`config.mk`:
```
export PLATFORM = sky130hd
export DESIGN_NAME = arb2x1
export DESIGN_NICKNAME = d
export VERILOG_FILES = /design/src/rtl/arb2x1.sv
export SDC_FILE = /design/constraint.sdc
export NUM_CORES = 1
export LEC_CHECK = 0
export CAP_MARGIN = 5
export CORE_AREA = 4 4 41 43
export DETAILED_ROUTE_END_ITERATION = 7
export DIE_AREA = 0 0 45 47
export PLACE_DENSITY = 0.65
export SYNTH_ARGS = -nofsm -noshare
export SYNTH_HDL_FRONTEND = slang
export SYNTH_SLANG_ARGS = --single-unit
```
`constraint.sdc`:
```
create_clock -name CLK -period 4.6 [get_ports CLK]
set_input_delay 1.38 -clock CLK [delete_from_list [all_inputs] [get_ports CLK]]
set_output_delay 1.38 -clock CLK [all_outputs]
set_load 0.1 [all_outputs]
```
`src/rtl/arb2x1.sv`:
```
// Two-channel round-robin arbiter driving a 2:1 mux select, with registered outputs.
// Optional forced release after MAX_HOLD unacknowledged cycles: define ARB2X1_TIMEOUT_EN.
module arb2x1 #(
   parameter int unsigned MAX_HOLD = 4
) (
   input  logic CLK,
   input  logic RST,
   input  logic REQ0,
   input  logic REQ1,
   input  logic ACK,
   output logic S,
   output logic GNT0,
   output logic GNT1,
   output logic VALID,
   output logic TIMEOUT
);

   typedef enum logic [1:0] {IDLE, GNT_0, GNT_1} state_t;

   localparam logic [7:0] HC_MAX = 8'(MAX_HOLD - 1);

   state_t     state_q, state_d;
   logic       last_q, last_d;
   logic [7:0] hc_q, hc_d;
   logic       to_d;
   logic       s_d, gnt0_d, gnt1_d, valid_d;

   logic       cur;
   logic       req_cur, req_oth;
   state_t     oth_st;

   assign cur     = (state_q == GNT_1);
   assign req_cur = cur ? REQ1 : REQ0;
   assign req_oth = cur ? REQ0 : REQ1;
   assign oth_st  = cur ? GNT_0 : GNT_1;

   // Next-state, tie-break pointer and hold counter
   always_comb begin
      state_d = state_q;
      last_d  = last_q;
      hc_d    = hc_q;
      to_d    = 1'b0;
      case (state_q)
         IDLE: begin
            hc_d = 8'd0;
            if (REQ0 && REQ1)
               state_d = last_q ? GNT_0 : GNT_1;
            else if (REQ0)
               state_d = GNT_0;
            else if (REQ1)
               state_d = GNT_1;
         end
         GNT_0, GNT_1: begin
            if (ACK) begin
               last_d  = cur;
               hc_d    = 8'd0;
               state_d = req_oth ? oth_st : (req_cur ? state_q : IDLE);
            end else if (!req_cur) begin
               last_d  = cur;
               hc_d    = 8'd0;
               state_d = req_oth ? oth_st : IDLE;
            end
`ifdef ARB2X1_TIMEOUT_EN
            else if (hc_q == HC_MAX) begin
               // Forced release; with no competitor the same channel is re-granted afresh
               last_d  = cur;
               hc_d    = 8'd0;
               to_d    = 1'b1;
               state_d = req_oth ? oth_st : state_q;
            end
`endif
            else if (hc_q != HC_MAX) begin
               hc_d = hc_q + 8'd1;
            end
         end
         default: begin
            state_d = IDLE;
            hc_d    = 8'd0;
         end
      endcase
   end

   // Outputs are decoded from the next state so they line up with state_q after the edge
   always_comb begin
      s_d     = S;
      gnt0_d  = 1'b0;
      gnt1_d  = 1'b0;
      valid_d = 1'b0;
      case (state_d)
         GNT_0: begin
            s_d     = 1'b0;
            gnt0_d  = 1'b1;
            valid_d = 1'b1;
         end
         GNT_1: begin
            s_d     = 1'b1;
            gnt1_d  = 1'b1;
            valid_d = 1'b1;
         end
         default: ;
      endcase
   end

   always_ff @(posedge CLK or posedge RST) begin
      if (RST) begin
         state_q <= IDLE;
         last_q  <= 1'b1;
         hc_q    <= 8'd0;
         S       <= 1'b0;
         GNT0    <= 1'b0;
         GNT1    <= 1'b0;
         VALID   <= 1'b0;
         TIMEOUT <= 1'b0;
      end else begin
         state_q <= state_d;
         last_q  <= last_d;
         hc_q    <= hc_d;
         S       <= s_d;
         GNT0    <= gnt0_d;
         GNT1    <= gnt1_d;
         VALID   <= valid_d;
         TIMEOUT <= to_d;
      end
   end

endmodule

```
==> results of run 1 <==
cell usage after synthesis, drive strengths merged:
cell    count
inv         6
o21ai       2
nor2        4
clkbuf      1
buf         1
a221o       1
a21o        1
a22oi       1
a31o        1
a41oi       1
nand3       1
nand2       2
conb        1
ha          6
a31oi       1
dfstp       1
nand2b      1
o21bai      1
or2b        1
o211ai      2
a41o        1
nor3b       2
nor3        1
a32o        1
a21oi       2
nor2b       1
dfrtp       6
mux2        1
how the worst min path moves through the flow:
stage	from	endpoint	slack [ns]	cells after the start
after floorplan	last_q$_DFFE_PP1P_	last_q$_DFFE_PP1P_	0.46	2
after global placement	last_q$_DFFE_PP1P_	last_q$_DFFE_PP1P_	0.48	2
after detailed placement	last_q$_DFFE_PP1P_	last_q$_DFFE_PP1P_	0.48	2
after CTS	last_q$_DFFE_PP1P_	last_q$_DFFE_PP1P_	0.49	2
after global routing	last_q$_DFFE_PP1P_	last_q$_DFFE_PP1P_	0.51	2
final	last_q$_DFFE_PP1P_	last_q$_DFFE_PP1P_	0.49	2
worst max-delay path: stages:
cell and delay, ns:
clkdlybuf4s50_1 0.51, nor2b_4 0.18, a21o_1 0.15, a221o_1 0.34
a31oi_1 0.23, ha_1 0.28, mux2_2 0.27
per-stage QoR:
stage | cell area, um2 | cells | worst slack (ns)
3_5_place_dp | 574 | 72 | 1.15
6_report | 601 | 76 | 1.38
5_1_grt | 601 | 76 | 1.30
2_1_floorplan | 487 | 51 | 1.80
3_3_place_gp | 574 | 72 | 1.14
4_1_cts | 601 | 76 | 1.41
state kept, by name, summed over array words and instances, names as in the netlist:
register	flops
last_q	1
state_q	2
VALID	1
GNT0	1
S	1
GNT1	1
routing by layer:
metal  GRT usage (%)  vias up
met1            13.0      192
met2            16.7       13
met3            3.45        0
met4            3.51        0
met5               0        -
li1                -      199
kinds of logic (layout without fill, tap and decap cells):
kind of cell,Yosys count,in the layout,synth area share [%]
muxes,1,1,2.31
buffers and inverters,8,18,6.94
and+or+nand+nor,13,13,15.4
AOI/OAI and AO/OA,15,15,22.9
other,1,1,0.770
DFF,7,7,36.2
adders and majority gates,6,6,15.4
area by class of cell:
type | count | area [um2] | share of cell area, %
clock buffer | 4 | 26.3 | 4.38
inverter | 6 | 22.5 | 3.75
sequential | 7 | 176 | 29.4
tap | 15 | 18.8 | 3.13
timing repair buffer | 8 | 80.1 | 13.3
multi-input combinational | 36 | 277 | 46.0
==> impl_metrics.env, run 1 <==
export IMPL_status="complete, no violations"
export IMPL_start_util_pct=37.4
export IMPL_worstPathRequired_ns=4.72
export IMPL_period_share_pct=70.1
export IMPL_clkTransAtPathRegs_ns=0.05
export IMPL_tns_ns=0
export IMPL_drt_iter0_markers=11
export IMPL_cp_max_fo=6
export IMPL_port_buffers=8
export IMPL_cts_root_buf="clkbuf_4"
export IMPL_yosysTopAreaCell="dfrtp_1"
export IMPL_yosysSeqAreaShare_pct=36.2
export IMPL_insertion_delay_ns=0.24
export IMPL_layout_common_cells="clkdlybuf4s50_1 (8), dfrtp_1 (6), inv_1 (6), ha_1 (6), nor2_1 (4)"
export IMPL_rows=13
export IMPL_grt_overflow=0
export IMPL_dieWidth_um=45
export IMPL_syn_to_final_growth_pct=23.4
export IMPL_cts_setup_buffers=0
export IMPL_drcViolationCount=0
export IMPL_hold_class="flip-flop to flip-flop"
export IMPL_ys_types=28
export IMPL_drt_wl_total_um=937
export IMPL_r2r_slack_ns=2.31
export IMPL_clock_sink_count=7
export IMPL_drtAntennaViolNets=0
export IMPL_utilization_pct=46.2
export IMPL_crit_type="input port to flip-flop"
export IMPL_antenna_found_initial=0
export IMPL_end_kind="flip-flop"
export IMPL_dr_total_vias=404
export IMPL_top_layer="met3"
export IMPL_die_h_um=47
export IMPL_wl_per_cell_um=12.3
export IMPL_drv_slew=0
export IMPL_die_area_mm2=0.00212
export IMPL_r2r_end="S$_DFFE_PP0P_"
export IMPL_cap_violations=0
export IMPL_synth_top_area_share_pct=30.8
export IMPL_nets=73
export IMPL_cts_made_buffers=3
export IMPL_yosysWarnings=0
export IMPL_period_minus_slack_ns=3.22
export IMPL_drive_above_1_share_pct=9.84
export IMPL_dr_pass1_iters=4
export IMPL_grt_usage_pct=10.4
export IMPL_grt_pass1_wl_mm=1.59
export IMPL_tritoncts="done"
export IMPL_fin_skew_ns=0.00101
export IMPL_drt_met1_wl_um=401
export IMPL_startpoint="REQ1"
export IMPL_detail_route_vias_per_cell=5.32
export IMPL_core_area_mm2=0.00130
export IMPL_relSlewSlack_pct=35.4
export IMPL_rsz0062_at_grt="false"
export IMPL_grt_max_degree=9
export IMPL_synthCells=51
export IMPL_tightest_slew_ns=0.966
export IMPL_r2r_cells=8
export IMPL_syn_nets=62
export IMPL_max_freq_mhz=310
export IMPL_cts_path_max_buffers=2
export IMPL_crit_end="S$_DFFE_PP0P_"
export IMPL_hpwl_um=752
export IMPL_synth_seq_cells=7
export IMPL_setup_viol=0
export IMPL_met2_length_um=478
export IMPL_finalHoldViolCount=0
export IMPL_reg2reg_from="state_q[0]$_DFF_PP0_"
export IMPL_cts_htree_levels=1
export IMPL_n_antenna_cell=0
export IMPL_syn_area_per_cell_um2=9.54
export IMPL_cp_data_arrival_time_ns=3.35
export IMPL_cp_start_kind="input port"
export IMPL_ctsHoldBuffers=0
export IMPL_nFillCells=136
export IMPL_dr_wl_met3_um=56
export IMPL_gp_congestion=0.850
export IMPL_timing_hold_ws_ns=0.489
export IMPL_netlist_area_um2=487
export IMPL_grt_pass1_vias=391
export IMPL_final_common_cell="clkdlybuf4s50_1"
export IMPL_io_pins=10
export IMPL_ctsResizeCount=0
export IMPL_synth_area_top_cells="dfrtp_1 (31%), ha_1 (15%), dfstp_2 (5.4%)"
Power of run 1 is not shown: default switching activity piles up to over one toggle a cycle in this logic, so the estimate is an artifact.
==> inputs of run 2 (changes only) <==
Clock period 4.6 ns to 3.1 ns, I/O delays scaled along.
==> run 2 against run 1 <==
  * Critical endpoint unchanged
  * Critical path type unchanged
  * Clock-buffer cell count is the same
  * Final cell count grew 2.6%
  * Register-to-register slack lost 1.5 ns
  * Die area is the same
  * Clock skew grew 0.0045 ns
  * Global-route usage shrank 0.47 points
  * Setup slack lost 0.94 ns
  * Critical path depth grew 1
  * Hold slack lost 0.0057 ns
  * Sequential share of layout area shrank 0.24 points
  * Wire length shrank 8.0%
  * First-iteration DRC count grew 9.1%
==> impl_metrics.env, run 2 (synthesis results as in run 1) <==
export IMPL_status="complete, no violations"
export IMPL_tritoncts="done"
export IMPL_cts_made_buffers=3
export IMPL_hold_class="flip-flop to flip-flop"
export IMPL_grt_pass1_wl_mm=1.49
export IMPL_cts_root_buf="clkbuf_4"
export IMPL_cts_htree_levels=1
export IMPL_worstHoldStart="last_q$_DFFE_PP1P_"
export IMPL_n_antenna_cell=0
export IMPL_drtAntennaViolNets=0
export IMPL_port_buffers=8
export IMPL_cts_setup_buffers=0
export IMPL_nets=75
export IMPL_crit_type="input port to flip-flop"
export IMPL_drive_above_1_share_pct=19.0
export IMPL_detail_route_vias_per_cell=5.05
export IMPL_dr_total_vias=394
export IMPL_worstPathRequired_ns=3.23
export IMPL_fin_skew_ns=0.00555
export IMPL_wl_per_cell_um=11.1
export IMPL_drv_slew=0
export IMPL_antenna_found_initial=0
export IMPL_clock_sink_count=7
export IMPL_largest_register="state_q"
export IMPL_drt_wl_total_um=862
export IMPL_cp_start_kind="input port"
export IMPL_cts_path_max_buffers=2
export IMPL_clkTransAtPathRegs_ns=0.05
export IMPL_ctsResizeCount=0
export IMPL_die_h_um=47
export IMPL_io_pins=10
export IMPL_period_minus_slack_ns=2.66
export IMPL_setup_viol=0
export IMPL_die_area_mm2=0.00212
export IMPL_startpoint="REQ1"
export IMPL_dieWidth_um=45
export IMPL_insertion_delay_ns=0.25
export IMPL_drt_iter0_markers=12
export IMPL_gp_congestion=0.752
export IMPL_end_kind="flip-flop"
export IMPL_core_area_mm2=0.00130
export IMPL_layout_common_cells="dfrtp_1 (6), inv_1 (6), ha_1 (6), buf_4 (6)"
export IMPL_finalHoldViolCount=0
export IMPL_hpwl_um=662
export IMPL_rows=13
export IMPL_grt_overflow=0
export IMPL_grt_usage_pct=9.88
export IMPL_syn_to_final_growth_pct=24.4
export IMPL_start_util_pct=37.4
export IMPL_period_share_pct=85.9
export IMPL_tns_ns=0
export IMPL_ctsHoldBuffers=0
export IMPL_cp_data_arrival_time_ns=2.79
export IMPL_largest_reg_flops=2
export IMPL_reg2reg_from="state_q[0]$_DFF_PP0_"
export IMPL_drcViolationCount=0
export IMPL_cap_violations=0
export IMPL_max_freq_mhz=376
export IMPL_grt_pass1_vias=366
export IMPL_grt_max_degree=9
export IMPL_dr_pass1_iters=4
export IMPL_cp_max_fo=5
export IMPL_rsz0062_at_grt="false"
==> run 2: worst max-delay path, stage by stage <==
cell	delay, ns
clkdlybuf4s50_1	0.41
buf_4	0.16
or2b_1	0.16
a22oi_1	0.06
nor3b_1	0.31
a41oi_1	0.10
ha_1	0.34
mux2_2	0.33
==> run 2: final timing paths <==
kind	cells past startpoint	slack [ns]	to
max in group asynchronous	2	1.93	last_q$_DFFE_PP1P_
hold reg to reg	2	0.48	last_q$_DFFE_PP1P_
min in group asynchronous	2	0.91	GNT1$_DFF_PP0_
hold / removal	2	0.48	last_q$_DFFE_PP1P_
setup / recovery	8	0.44	S$_DFFE_PP0P_
setup reg to reg	8	0.81	S$_DFFE_PP0P_
==> run 2: area by class of cell <==
cell class | count | area [um2]
Clock buffer | 4 | 26.3
Fill cell | 122 | 696
Inverter | 6 | 22.5
Multi-Input combinational cell | 36 | 277
Sequential cell | 7 | 176
Tap cell | 15 | 18.8
Timing Repair Buffer | 10 | 85.1
==> run 2: routing by layer <==
layer | vias to the layer above | wire length [um] | track usage [%]
li1 | 204 | - | -
met1 | 178 | 393 | 12.4
met2 | 12 | 415 | 15.0
met3 | 0 | 53 | 5.75
met4 | 0 | 0 | 1.75
met5 | - | 0 | 0
==> run 2: stage by stage <==
step	setup WS [ns]	util [%]	hold WS (ns)	area [um2]	std cells
2_1_floorplan	0.748	-	0.459	487	51
3_3_place_gp	0.193	44.5	0.477	579	74
3_5_place_dp	0.205	44.5	0.479	579	74
4_1_cts	0.461	46.5	0.484	606	78
5_1_grt	0.341	46.5	0.510	606	78
6_report	0.437	46.5	0.484	606	78
Power of run 2 is left out for the same reason.
